--- config.mk ---
export PLATFORM = sky130hd
export DESIGN_NAME = addr_ch_walk_flat
export DESIGN_NICKNAME = d
export VERILOG_FILES = /design/src/rtl/ddr_addr_pkg.sv /design/src/rtl/addr_ch_walk_if.sv /design/src/rtl/pos_step.sv /design/src/rtl/addr_ch_walk.sv /design/src/flat_wrapper.sv
export SDC_FILE = /design/constraint.sdc
export NUM_CORES = 1
export LEC_CHECK = 0
export ABC_AREA = 1
export CAP_MARGIN = 10
export CORE_ASPECT_RATIO = 0.9
export CORE_MARGIN = 1
export CORE_UTILIZATION = 44
export CTS_CLUSTER_SIZE = 30
export DETAILED_ROUTE_END_ITERATION = 8
export MAX_ROUTING_LAYER = met4
export PLACE_DENSITY_LB_ADDON = 0.08
export SYNTH_ARGS = -nofsm -noshare
export SYNTH_HDL_FRONTEND = slang
export SYNTH_HIERARCHICAL = 1
export SYNTH_SLANG_ARGS = --single-unit
--- constraint.sdc ---
create_clock -name clk -period 4.7 [get_ports clk]
set_clock_uncertainty 0.15 [all_clocks]
set_input_delay 0.47 -clock clk [delete_from_list [all_inputs] [get_ports clk]]
set_output_delay 0.47 -clock clk [all_outputs]
set_load 0.01 [all_outputs]
--- src/rtl/ddr_addr_pkg.sv ---
// ---------------------------------------------------------------------------
// ddr_addr_pkg
// Shared definitions for the DDR address generators: default address widths,
// the cluster-stride width, the address-walker state encoding and a helper
// that turns the "cluster count minus one" config field into a stride.
// ---------------------------------------------------------------------------
package ddr_addr_pkg;

   localparam int ROW_W_DEF = 16;
   localparam int COL_W_DEF = 14;

   // Stride spans 1..8, so it needs four bits.
   localparam int STRIDE_W = 4;

   typedef enum logic [1:0] {
      ST_IDLE  = 2'd0,
      ST_VALID = 2'd1,
      ST_ADV   = 2'd2
   } walk_state_t;

   function automatic logic [STRIDE_W-1:0] stride_of(input logic [2:0] cluster_num);
      return {1'b0, cluster_num} + STRIDE_W'(1);
   endfunction

endpackage

--- src/rtl/addr_ch_walk_if.sv ---
// ---------------------------------------------------------------------------
// addr_ch_walk_if
// Row/column address beat channel (valid/ready handshake).
//   addr_valid_o  : beat valid, driven by the walker
//   addr_ready_i  : downstream accepts the beat
//   addr_row_o    : current row address
//   addr_col_o    : current column address
// Modports: master = address walker, slave = downstream consumer.
// ---------------------------------------------------------------------------
interface addr_ch_walk_if
   import ddr_addr_pkg::*;
#(
   parameter int ROW_W = ROW_W_DEF,
   parameter int COL_W = COL_W_DEF
);
   logic             addr_valid_o;
   logic             addr_ready_i;
   logic [ROW_W-1:0] addr_row_o;
   logic [COL_W-1:0] addr_col_o;

   modport master (
      output addr_valid_o,
      output addr_row_o,
      output addr_col_o,
      input  addr_ready_i
   );

   modport slave (
      input  addr_valid_o,
      input  addr_row_o,
      input  addr_col_o,
      output addr_ready_i
   );
endinterface

--- src/rtl/pos_step.sv ---
// ---------------------------------------------------------------------------
// pos_step
// Combinational single-position raster move inside a row/column block.
//   row, col         : current position
//   row_max, col_max : largest valid row / column index
//   row_major        : 1 = column advances first, 0 = row advances first
//   next_row/next_col: position one raster step later
// The fastest index wraps to zero at its maximum and carries into the other
// index. The carry itself is unsigned and wraps at the port width; callers
// stop before stepping past the last position.
// ---------------------------------------------------------------------------
module pos_step #(
   parameter int ROW_W = 16,
   parameter int COL_W = 14
) (
   input  logic [ROW_W-1:0] row,
   input  logic [COL_W-1:0] col,
   input  logic [ROW_W-1:0] row_max,
   input  logic [COL_W-1:0] col_max,
   input  logic             row_major,
   output logic [ROW_W-1:0] next_row,
   output logic [COL_W-1:0] next_col
);
   always_comb begin
      next_row = row;
      next_col = col;
      if (row_major) begin
         if (col == col_max) begin
            next_col = '0;
            next_row = row + ROW_W'(1);
         end else begin
            next_col = col + COL_W'(1);
         end
      end else begin
         if (row == row_max) begin
            next_row = '0;
            next_col = col + COL_W'(1);
         end else begin
            next_row = row + ROW_W'(1);
         end
      end
   end
endmodule

--- src/rtl/addr_ch_walk.sv ---
// ---------------------------------------------------------------------------
// addr_ch_walk
// Walks a row/column block from a start position, issuing one address beat
// every "stride" raster positions until the last position is passed.
//   clk, rst_n             : clock, synchronous active-low reset
//   cfg_broadcast_i        : broadcast mode, blocks start
//   start_i                : one-cycle walk request (honoured in IDLE only)
//   cfg_row_column_i       : 1 = column advances first, 0 = row first
//   cfg_ch_cluster_num_i   : stride minus one
//   cfg_row_num_1st_i      : row maximum
//   cfg_column_num_1st_i   : column maximum
//   cfg_start_pos_row_i/col: start position
//   bus (master)           : address beat channel
//   busy_o                 : walk in progress (VALID or ADV)
//   done_o                 : one-cycle end-of-walk pulse
//   err_o                  : one-cycle pulse, start position out of range
//   beat_cnt_o             : beats accepted in the current/last walk
// ---------------------------------------------------------------------------
module addr_ch_walk
   import ddr_addr_pkg::*;
#(
   parameter int ROW_W = ROW_W_DEF,
   parameter int COL_W = COL_W_DEF
) (
   input  logic                 clk,
   input  logic                 rst_n,
   input  logic                 cfg_broadcast_i,
   input  logic                 start_i,
   input  logic                 cfg_row_column_i,
   input  logic [2:0]           cfg_ch_cluster_num_i,
   input  logic [ROW_W-1:0]     cfg_row_num_1st_i,
   input  logic [COL_W-1:0]     cfg_column_num_1st_i,
   input  logic [ROW_W-1:0]     cfg_start_pos_row_i,
   input  logic [COL_W-1:0]     cfg_start_pos_col_i,
   addr_ch_walk_if.master       bus,
   output logic                 busy_o,
   output logic                 done_o,
   output logic                 err_o,
   output logic [31:0]          beat_cnt_o
);
   walk_state_t         state_reg;
   logic [ROW_W-1:0]    row_reg;
   logic [COL_W-1:0]    col_reg;
   logic [ROW_W-1:0]    row_max_reg;
   logic [COL_W-1:0]    col_max_reg;
   logic                row_major_reg;
   logic [STRIDE_W-1:0] stride_reg;
   logic [STRIDE_W-1:0] remain_reg;
   logic                valid_reg;
   logic                busy_reg;
   logic                done_reg;
   logic                err_reg;
   logic [31:0]         beat_cnt_reg;

   logic [ROW_W-1:0]    step_row;
   logic [COL_W-1:0]    step_col;
   logic                at_end;

   pos_step #(
      .ROW_W (ROW_W),
      .COL_W (COL_W)
   ) u_pos_step (
      .row       (row_reg),
      .col       (col_reg),
      .row_max   (row_max_reg),
      .col_max   (col_max_reg),
      .row_major (row_major_reg),
      .next_row  (step_row),
      .next_col  (step_col)
   );

   assign at_end = (row_reg == row_max_reg) && (col_reg == col_max_reg);

   always_ff @(posedge clk) begin
      if (!rst_n) begin
         state_reg     <= ST_IDLE;
         row_reg       <= '0;
         col_reg       <= '0;
         row_max_reg   <= '0;
         col_max_reg   <= '0;
         row_major_reg <= 1'b0;
         stride_reg    <= '0;
         remain_reg    <= '0;
         valid_reg     <= 1'b0;
         busy_reg      <= 1'b0;
         done_reg      <= 1'b0;
         err_reg       <= 1'b0;
         beat_cnt_reg  <= '0;
      end else begin
         done_reg <= 1'b0;
         err_reg  <= 1'b0;
         case (state_reg)
            ST_IDLE: begin
               if (start_i && !cfg_broadcast_i) begin
                  row_reg       <= cfg_start_pos_row_i;
                  col_reg       <= cfg_start_pos_col_i;
                  row_max_reg   <= cfg_row_num_1st_i;
                  col_max_reg   <= cfg_column_num_1st_i;
                  row_major_reg <= cfg_row_column_i;
                  stride_reg    <= stride_of(cfg_ch_cluster_num_i);
                  beat_cnt_reg  <= '0;
                  // Range check uses the same values being latched.
                  if ((cfg_start_pos_row_i > cfg_row_num_1st_i) ||
                      (cfg_start_pos_col_i > cfg_column_num_1st_i)) begin
                     done_reg <= 1'b1;
                     err_reg  <= 1'b1;
                  end else begin
                     state_reg <= ST_VALID;
                     valid_reg <= 1'b1;
                     busy_reg  <= 1'b1;
                  end
               end
            end
            ST_VALID: begin
               if (bus.addr_ready_i) begin
                  beat_cnt_reg <= beat_cnt_reg + 32'd1;
                  remain_reg   <= stride_reg;
                  valid_reg    <= 1'b0;
                  state_reg    <= ST_ADV;
               end
            end
            ST_ADV: begin
               if (at_end) begin
                  // Nothing left to walk: finish even with moves pending.
                  state_reg <= ST_IDLE;
                  busy_reg  <= 1'b0;
                  done_reg  <= 1'b1;
               end else begin
                  row_reg    <= step_row;
                  col_reg    <= step_col;
                  remain_reg <= remain_reg - STRIDE_W'(1);
                  if (remain_reg == STRIDE_W'(1)) begin
                     state_reg <= ST_VALID;
                     valid_reg <= 1'b1;
                  end
               end
            end
            default: begin
               state_reg <= ST_IDLE;
               valid_reg <= 1'b0;
               busy_reg  <= 1'b0;
            end
         endcase
      end
   end

   assign bus.addr_valid_o = valid_reg;
   assign bus.addr_row_o   = row_reg;
   assign bus.addr_col_o   = col_reg;
   assign busy_o           = busy_reg;
   assign done_o           = done_reg;
   assign err_o            = err_reg;
   assign beat_cnt_o       = beat_cnt_reg;
endmodule

--- src/flat_wrapper.sv ---
// flat-port wrapper written by rule: the top's interface ports become plain ports
module addr_ch_walk_flat import ddr_addr_pkg::*;
#(
   parameter int ROW_W = ROW_W_DEF,
   parameter int COL_W = COL_W_DEF
)
  (clk, rst_n, cfg_broadcast_i, start_i, cfg_row_column_i, cfg_ch_cluster_num_i, cfg_row_num_1st_i, cfg_column_num_1st_i, cfg_start_pos_row_i, cfg_start_pos_col_i, busy_o, done_o, err_o, beat_cnt_o, bus_addr_valid_o, bus_addr_row_o, bus_addr_col_o, bus_addr_ready_i);
  addr_ch_walk_if #(.ROW_W(ROW_W), .COL_W(COL_W)) bus_i ();
  input  logic clk;
  input  logic rst_n;
  input  logic cfg_broadcast_i;
  input  logic start_i;
  input  logic cfg_row_column_i;
  input  logic [2:0] cfg_ch_cluster_num_i;
  input  logic [ROW_W-1:0] cfg_row_num_1st_i;
  input  logic [COL_W-1:0] cfg_column_num_1st_i;
  input  logic [ROW_W-1:0] cfg_start_pos_row_i;
  input  logic [COL_W-1:0] cfg_start_pos_col_i;
  output logic busy_o;
  output logic done_o;
  output logic err_o;
  output logic [31:0] beat_cnt_o;
  output wire logic [$bits(bus_i.addr_valid_o)-1:0] bus_addr_valid_o;
  output wire logic [$bits(bus_i.addr_row_o)-1:0] bus_addr_row_o;
  output wire logic [$bits(bus_i.addr_col_o)-1:0] bus_addr_col_o;
  input wire logic [$bits(bus_i.addr_ready_i)-1:0] bus_addr_ready_i;
  assign bus_addr_valid_o = bus_i.addr_valid_o;
  assign bus_addr_row_o = bus_i.addr_row_o;
  assign bus_addr_col_o = bus_i.addr_col_o;
  assign bus_i.addr_ready_i = bus_addr_ready_i;
  addr_ch_walk #(.ROW_W(ROW_W), .COL_W(COL_W)) u_core (.clk(clk), .rst_n(rst_n), .cfg_broadcast_i(cfg_broadcast_i), .start_i(start_i), .cfg_row_column_i(cfg_row_column_i), .cfg_ch_cluster_num_i(cfg_ch_cluster_num_i), .cfg_row_num_1st_i(cfg_row_num_1st_i), .cfg_column_num_1st_i(cfg_column_num_1st_i), .cfg_start_pos_row_i(cfg_start_pos_row_i), .cfg_start_pos_col_i(cfg_start_pos_col_i), .bus(bus_i), .busy_o(busy_o), .done_o(done_o), .err_o(err_o), .beat_cnt_o(beat_cnt_o));
endmodule
==> results.txt <==
----------------------------------------------------
[Synthesis]
  Proportion of netlist area held by the largest area contributor ... between 20% and 30%
  Gate count after technology mapping ... ~1,300
  Largest family of logic cells by synthesized area ... simple AND/OR/NAND/NOR gates
  Simple logic cell fraction of the synthesized area ... about two fifths
  Post-Syn Area per Cell ... between 6 and 7 um^2
  Post-Syn Area ... between 0.007 and 0.008 mm^2
  Post-synthesis net count ... around 1,400
  Synthesized-area fraction occupied by ao, oa, aoi and oai cells ... under 10%
  Dominant cell type by area after synthesis ... sky130_fd_sc_hd__dfxtp_1
  Multiplexer fraction of the synthesized cell area ... 0%
  Share of synthesized registers carrying an async set or reset ... 0%
  Flops & latches, synth ... about 110
  Post-synthesis share of cell area spent on full adders, half adders and majority gates ... roughly 5.7%
  Netlist cell types ... 38
  Warnings from Yosys ... 6
  Sequential area share after synthesis ... around 27%
  Post-Synth XOR/XNOR Area ... about 4.6%
  Post-synth EDFFs ... 0
  Predominant post-synthesis flop cell ... sky130_fd_sc_hd__dfxtp_1
  Top area cells in the synthesized netlist ... sky130_fd_sc_hd__dfxtp_1 27%, sky130_fd_sc_hd__nand2_1 18%, sky130_fd_sc_hd__nor2_1 8.2%

[Finish]
  Number of flip-flops in the largest register ... 32
  Number of antenna repair diodes ... 0
  Footprint of the multi-input gates ... ~0.0049 mm^2
  Share of layout cells above drive strength 1 ... 4.90%
  Number of filler cells placed in the layout ... around 1,800
  Area growth syn-to-layout ... 23.2%
  Nets ... between 1,500 and 2,000
  Share of the core filled with cells in the final layout ... 55.2%
  Area of all sequential standard cells ... ~0.0021 mm^2

[STA]
  Setup repair after global routing missed its margin ... no
  Count of final setup violators ... 0
  Slew HR ... a little under a fifth
  Period utilisation layout ... a little under two thirds
  Hold Fails Final Rpt ... 0
  Min Tclk post-route ... just under 3 ns
  Worst Slack Setup Final ... about 1.7 ns
  Setup TNS after final layout ... 0 ns
  Highest achievable clock rate ... ~340 MHz
  Worst-Margin Slew ... 1.23 ns
  Fin. max-slew vios ... 0
  Worst hold margin ... slightly above 0.3 ns

[Floorplanning]
  Die ar. ... between 0.015 and 0.02 mm^2
  Die Span Y ... between 100 and 150 um
  Total number of placement rows ... between 40 and 50
  Starting density of the core ... ~45%
  Die outline width ... 143 um
  Placeable core area ... between 0.015 and 0.02 mm^2
  I/O pin count ... around 140

[GRT]
  Vias in the first global route ... between 7,000 and 8,000
  Global-route wire length before repair ... around 38,000 um
  Number of antenna violations at the first check in global routing ... 0
  Total global-route track usage ... approximately 27%
  Pin count of the biggest net entering global routing ... 40
  Global route total overflow ... 0

[Place]
  Number of buffers inserted by port buffering ... about 130
  Sum of net half-perimeters after detailed placement ... 17,100 um
  Routability-driven placement congestion ratio ... just over 0.9
  Setup slack at placement ... 1.65 ns

[Worst setup path]
  Reg-to-Reg End ... u_core/bus.addr_col_o[7]
  Kind of end point of the critical path ... flip-flop
  Critical path launch point ... u_core/bus.addr_row_o[2]
  Buffer and inverter count on the worst path ... 1
  Path depth of the worst reg2reg path ... 14
  Worst path arrival time ... 3.13 ns
  Kind of cell with the highest combined delay on the critical path ... simple AND/OR/NAND/NOR gates
  Endpoint required time on the critical path ... approximately 4.9 ns
  Crit path top cell by count ... sky130_fd_sc_hd__nand2_1
  Cell-by-cell trace of the critical path ... inv_2 > nand2_1 > nand2_1 > nor2_1 > nand2_1 > nor2_1 > nand2_1 > nand2_2 > nand3_2 > nand2_1 > nand2_1 > nand2_1 > nor2_1 > nor2_1
  Crit Path Max Fanout ... 20
  Critical setup path kind ... flip-flop to flip-flop
  Largest stage delay on the critical path ... about 0.6 ns
  Reg-to-reg critical path startpoint ... u_core/bus.addr_row_o[2]
  Critical path's slowest cell ... sky130_fd_sc_hd__dfxtp_1
  Startpoint kind of the worst setup timing path ... flip-flop
  R2R setup slack ... around 1.7 ns

[Clock network]
  Total of cells resized after clock tree synthesis ... 0
  CTS tree ... done
  Number of buffers inserted to repair setup after CTS ... 0
  Clock transition at the registers of the reported paths ... about 0.080 ns
  Number of levels the H-tree was split into ... 3
  Clock latency of the later-clocked register in the worst-skew pair ... between 0.3 and 0.4 ns
  Number of clock sinks ... roughly 110
  Total of hold buffers inserted after clock tree synthesis ... 0
  Number of buffers created by CTS ... 9
  Clock tree buffer depth ... 2
  CTS root buf ... sky130_fd_sc_hd__clkbuf_16

[Route]
  Number of violations reported at the end of detailed-routing iteration 0 ... ~670
  Number of vias in the routed layout ... roughly 8,400
  Via-per-instance ratio ... 5.10
  Average wire per cell in the routed design ... about 15 um
  Iteration count of the initial detailed-routing pass ... 6
  Number of routed nets with antenna violations ... 0
  DRC violations left ... 0
  Detailed Route WL ... 24,000 um

[Power and ir drop]
  Leakage power ... ~4.3 nW
  Pwr/cell area ... between 200 and 300 mW/mm^2
  Maximum VDD drop ... between 0.15 and 0.2 mV

[Hold path]
  Worst hold-check path type ... flip-flop to flip-flop
  Count of cells along the worst hold path ... 2
  Startpoint of the tightest hold check path ... u_core/bus.addr_valid_o
  Hold endpoint ... u_core/bus.addr_valid_o

[Status]
  Outcome ... finished, final reports clean

[Run]
  Max-capacitance violation count ... 0

----------------------------------------------------
-- per-stage QoR --
| stage | power [mW] | instances | instance area, um^2 |
|---|---|---|---|
| 2_1_floorplan | 1.55 | 1290 | 7870 |
| 3_3_place_gp | 1.83 | 1631 | 9360 |
| 3_5_place_dp | 1.83 | 1631 | 9360 |
| 4_1_cts | 2.70 | 1647 | 9690 |
| 5_1_grt | 2.84 | 1647 | 9690 |
| 6_report | 2.70 | 1647 | 9690 |
-- logic make-up (layout without fill, tap and decap cells) --
logic type,count (synthesis),count (layout)
XOR/XNOR,41,41
adder cells (fa/ha/maj),36,36
buffers and inverters,217,334
flip-flops,107,107
AO/OA/AOI/OAI,143,143
AND/OR/NAND/NOR,746,746
-- per-layer routing --
metal / routed length (um) / track usage (%)
met3: 1430 / 4.02
met5: 0 / -
met1: 11700 / 37.1
met4: 333 / 6.20
met2: 10600 / 40.7
-- worst max-delay path by stage --
stage	endpoint	slack, ns	depth (start not counted)
global placement	u_core/done_o	1.71	6
floorplan	u_core/bus.addr_col_o[3]	2.79	14
CTS	u_core/bus.addr_row_o[0]	1.73	11
finish	u_core/bus.addr_col_o[7]	1.72	14
global route	u_core/bus.addr_col_o[0]	1.44	14
detailed placement	u_core/done_o	1.65	6
-- power breakdown --
group	leakage (nW)	total [mW]	switching, mW	internal [mW]
clock network	0.157	0.870	0.382	0.488
logic	3.28	0.744	0.435	0.309
registers	0.873	1.08	0.115	0.967
-- placed cells by master, fill, tap and decap left out, types with 3 or more instances in the layout --
cell type,netlist,routed
sky130_fd_sc_hd__nand3_1,97,97
sky130_fd_sc_hd__o21a_1,3,3
sky130_fd_sc_hd__xnor2_1,14,14
sky130_fd_sc_hd__a21o_1,3,3
sky130_fd_sc_hd__nor2_8,3,3
sky130_fd_sc_hd__nand4_1,28,28
sky130_fd_sc_hd__o22ai_1,19,19
sky130_fd_sc_hd__nand3_2,8,8
sky130_fd_sc_hd__nor2_4,6,6
sky130_fd_sc_hd__nor2_1,173,173
sky130_fd_sc_hd__nor3_1,23,23
sky130_fd_sc_hd__buf_4,1,5
sky130_fd_sc_hd__a21oi_1,41,41
sky130_fd_sc_hd__clkdlybuf4s50_1,0,134
sky130_fd_sc_hd__inv_2,12,12
sky130_fd_sc_hd__nand2_2,4,4
sky130_fd_sc_hd__a22o_1,3,3
sky130_fd_sc_hd__or2_2,3,3
sky130_fd_sc_hd__xor2_1,27,27
sky130_fd_sc_hd__ha_1,36,36
sky130_fd_sc_hd__o21ai_0,65,65
sky130_fd_sc_hd__nor2_2,3,3
sky130_fd_sc_hd__o21ai_1,5,5
sky130_fd_sc_hd__clkbuf_16,0,9
sky130_fd_sc_hd__nand2_1,386,386
sky130_fd_sc_hd__nand2_4,5,5
sky130_fd_sc_hd__inv_1,165,165
sky130_fd_sc_hd__dfxtp_1,107,107
-- worst register-to-register path: cells and delay by family (launching register included) --
family	cells	cell delay [ns]
buf+inv	1	0.04
flops	1	0.60
simple gates	13	2.12
-- synth_stat cells (2+ instances only) --
cell and instances:
sky130_fd_sc_hd__buf_6 4, sky130_fd_sc_hd__nand3_1 97, sky130_fd_sc_hd__nand2_4 5, sky130_fd_sc_hd__nor3_1 23, sky130_fd_sc_hd__o21bai_1 2, sky130_fd_sc_hd__o21a_1 3, sky130_fd_sc_hd__inv_1 165, sky130_fd_sc_hd__nand3_4 2
sky130_fd_sc_hd__nor3b_1 2, sky130_fd_sc_hd__nor2_1 173, sky130_fd_sc_hd__nor2_8 3, sky130_fd_sc_hd__or2_2 3, sky130_fd_sc_hd__nand2_1 386, sky130_fd_sc_hd__inv_2 12, sky130_fd_sc_hd__ha_1 36, sky130_fd_sc_hd__nor2_2 3
sky130_fd_sc_hd__a22o_1 3, sky130_fd_sc_hd__xnor2_1 14, sky130_fd_sc_hd__xor2_1 27, sky130_fd_sc_hd__nand4_1 28, sky130_fd_sc_hd__clkbuf_1 22, sky130_fd_sc_hd__o22ai_1 19, sky130_fd_sc_hd__clkinv_1 2, sky130_fd_sc_hd__a21o_1 3
sky130_fd_sc_hd__nand3_2 8, sky130_fd_sc_hd__o21ai_1 5, sky130_fd_sc_hd__nor2_4 6, sky130_fd_sc_hd__a21oi_1 41, sky130_fd_sc_hd__o21ai_0 65, sky130_fd_sc_hd__dfxtp_1 107, sky130_fd_sc_hd__buf_2 11, sky130_fd_sc_hd__nand2_2 4
-- area by class of cell --
cell class                      instances  area share [%]
Tap cell                              240            3.10
Clock buffer                           10            2.47
Sequential cell                       107            22.1
Clock inverter                          6           0.981
Multi-Input combinational cell        966            50.2
Timing Repair Buffer                  139            14.2
Inverter                              179            6.93
(Power assumes the default switching activity.)
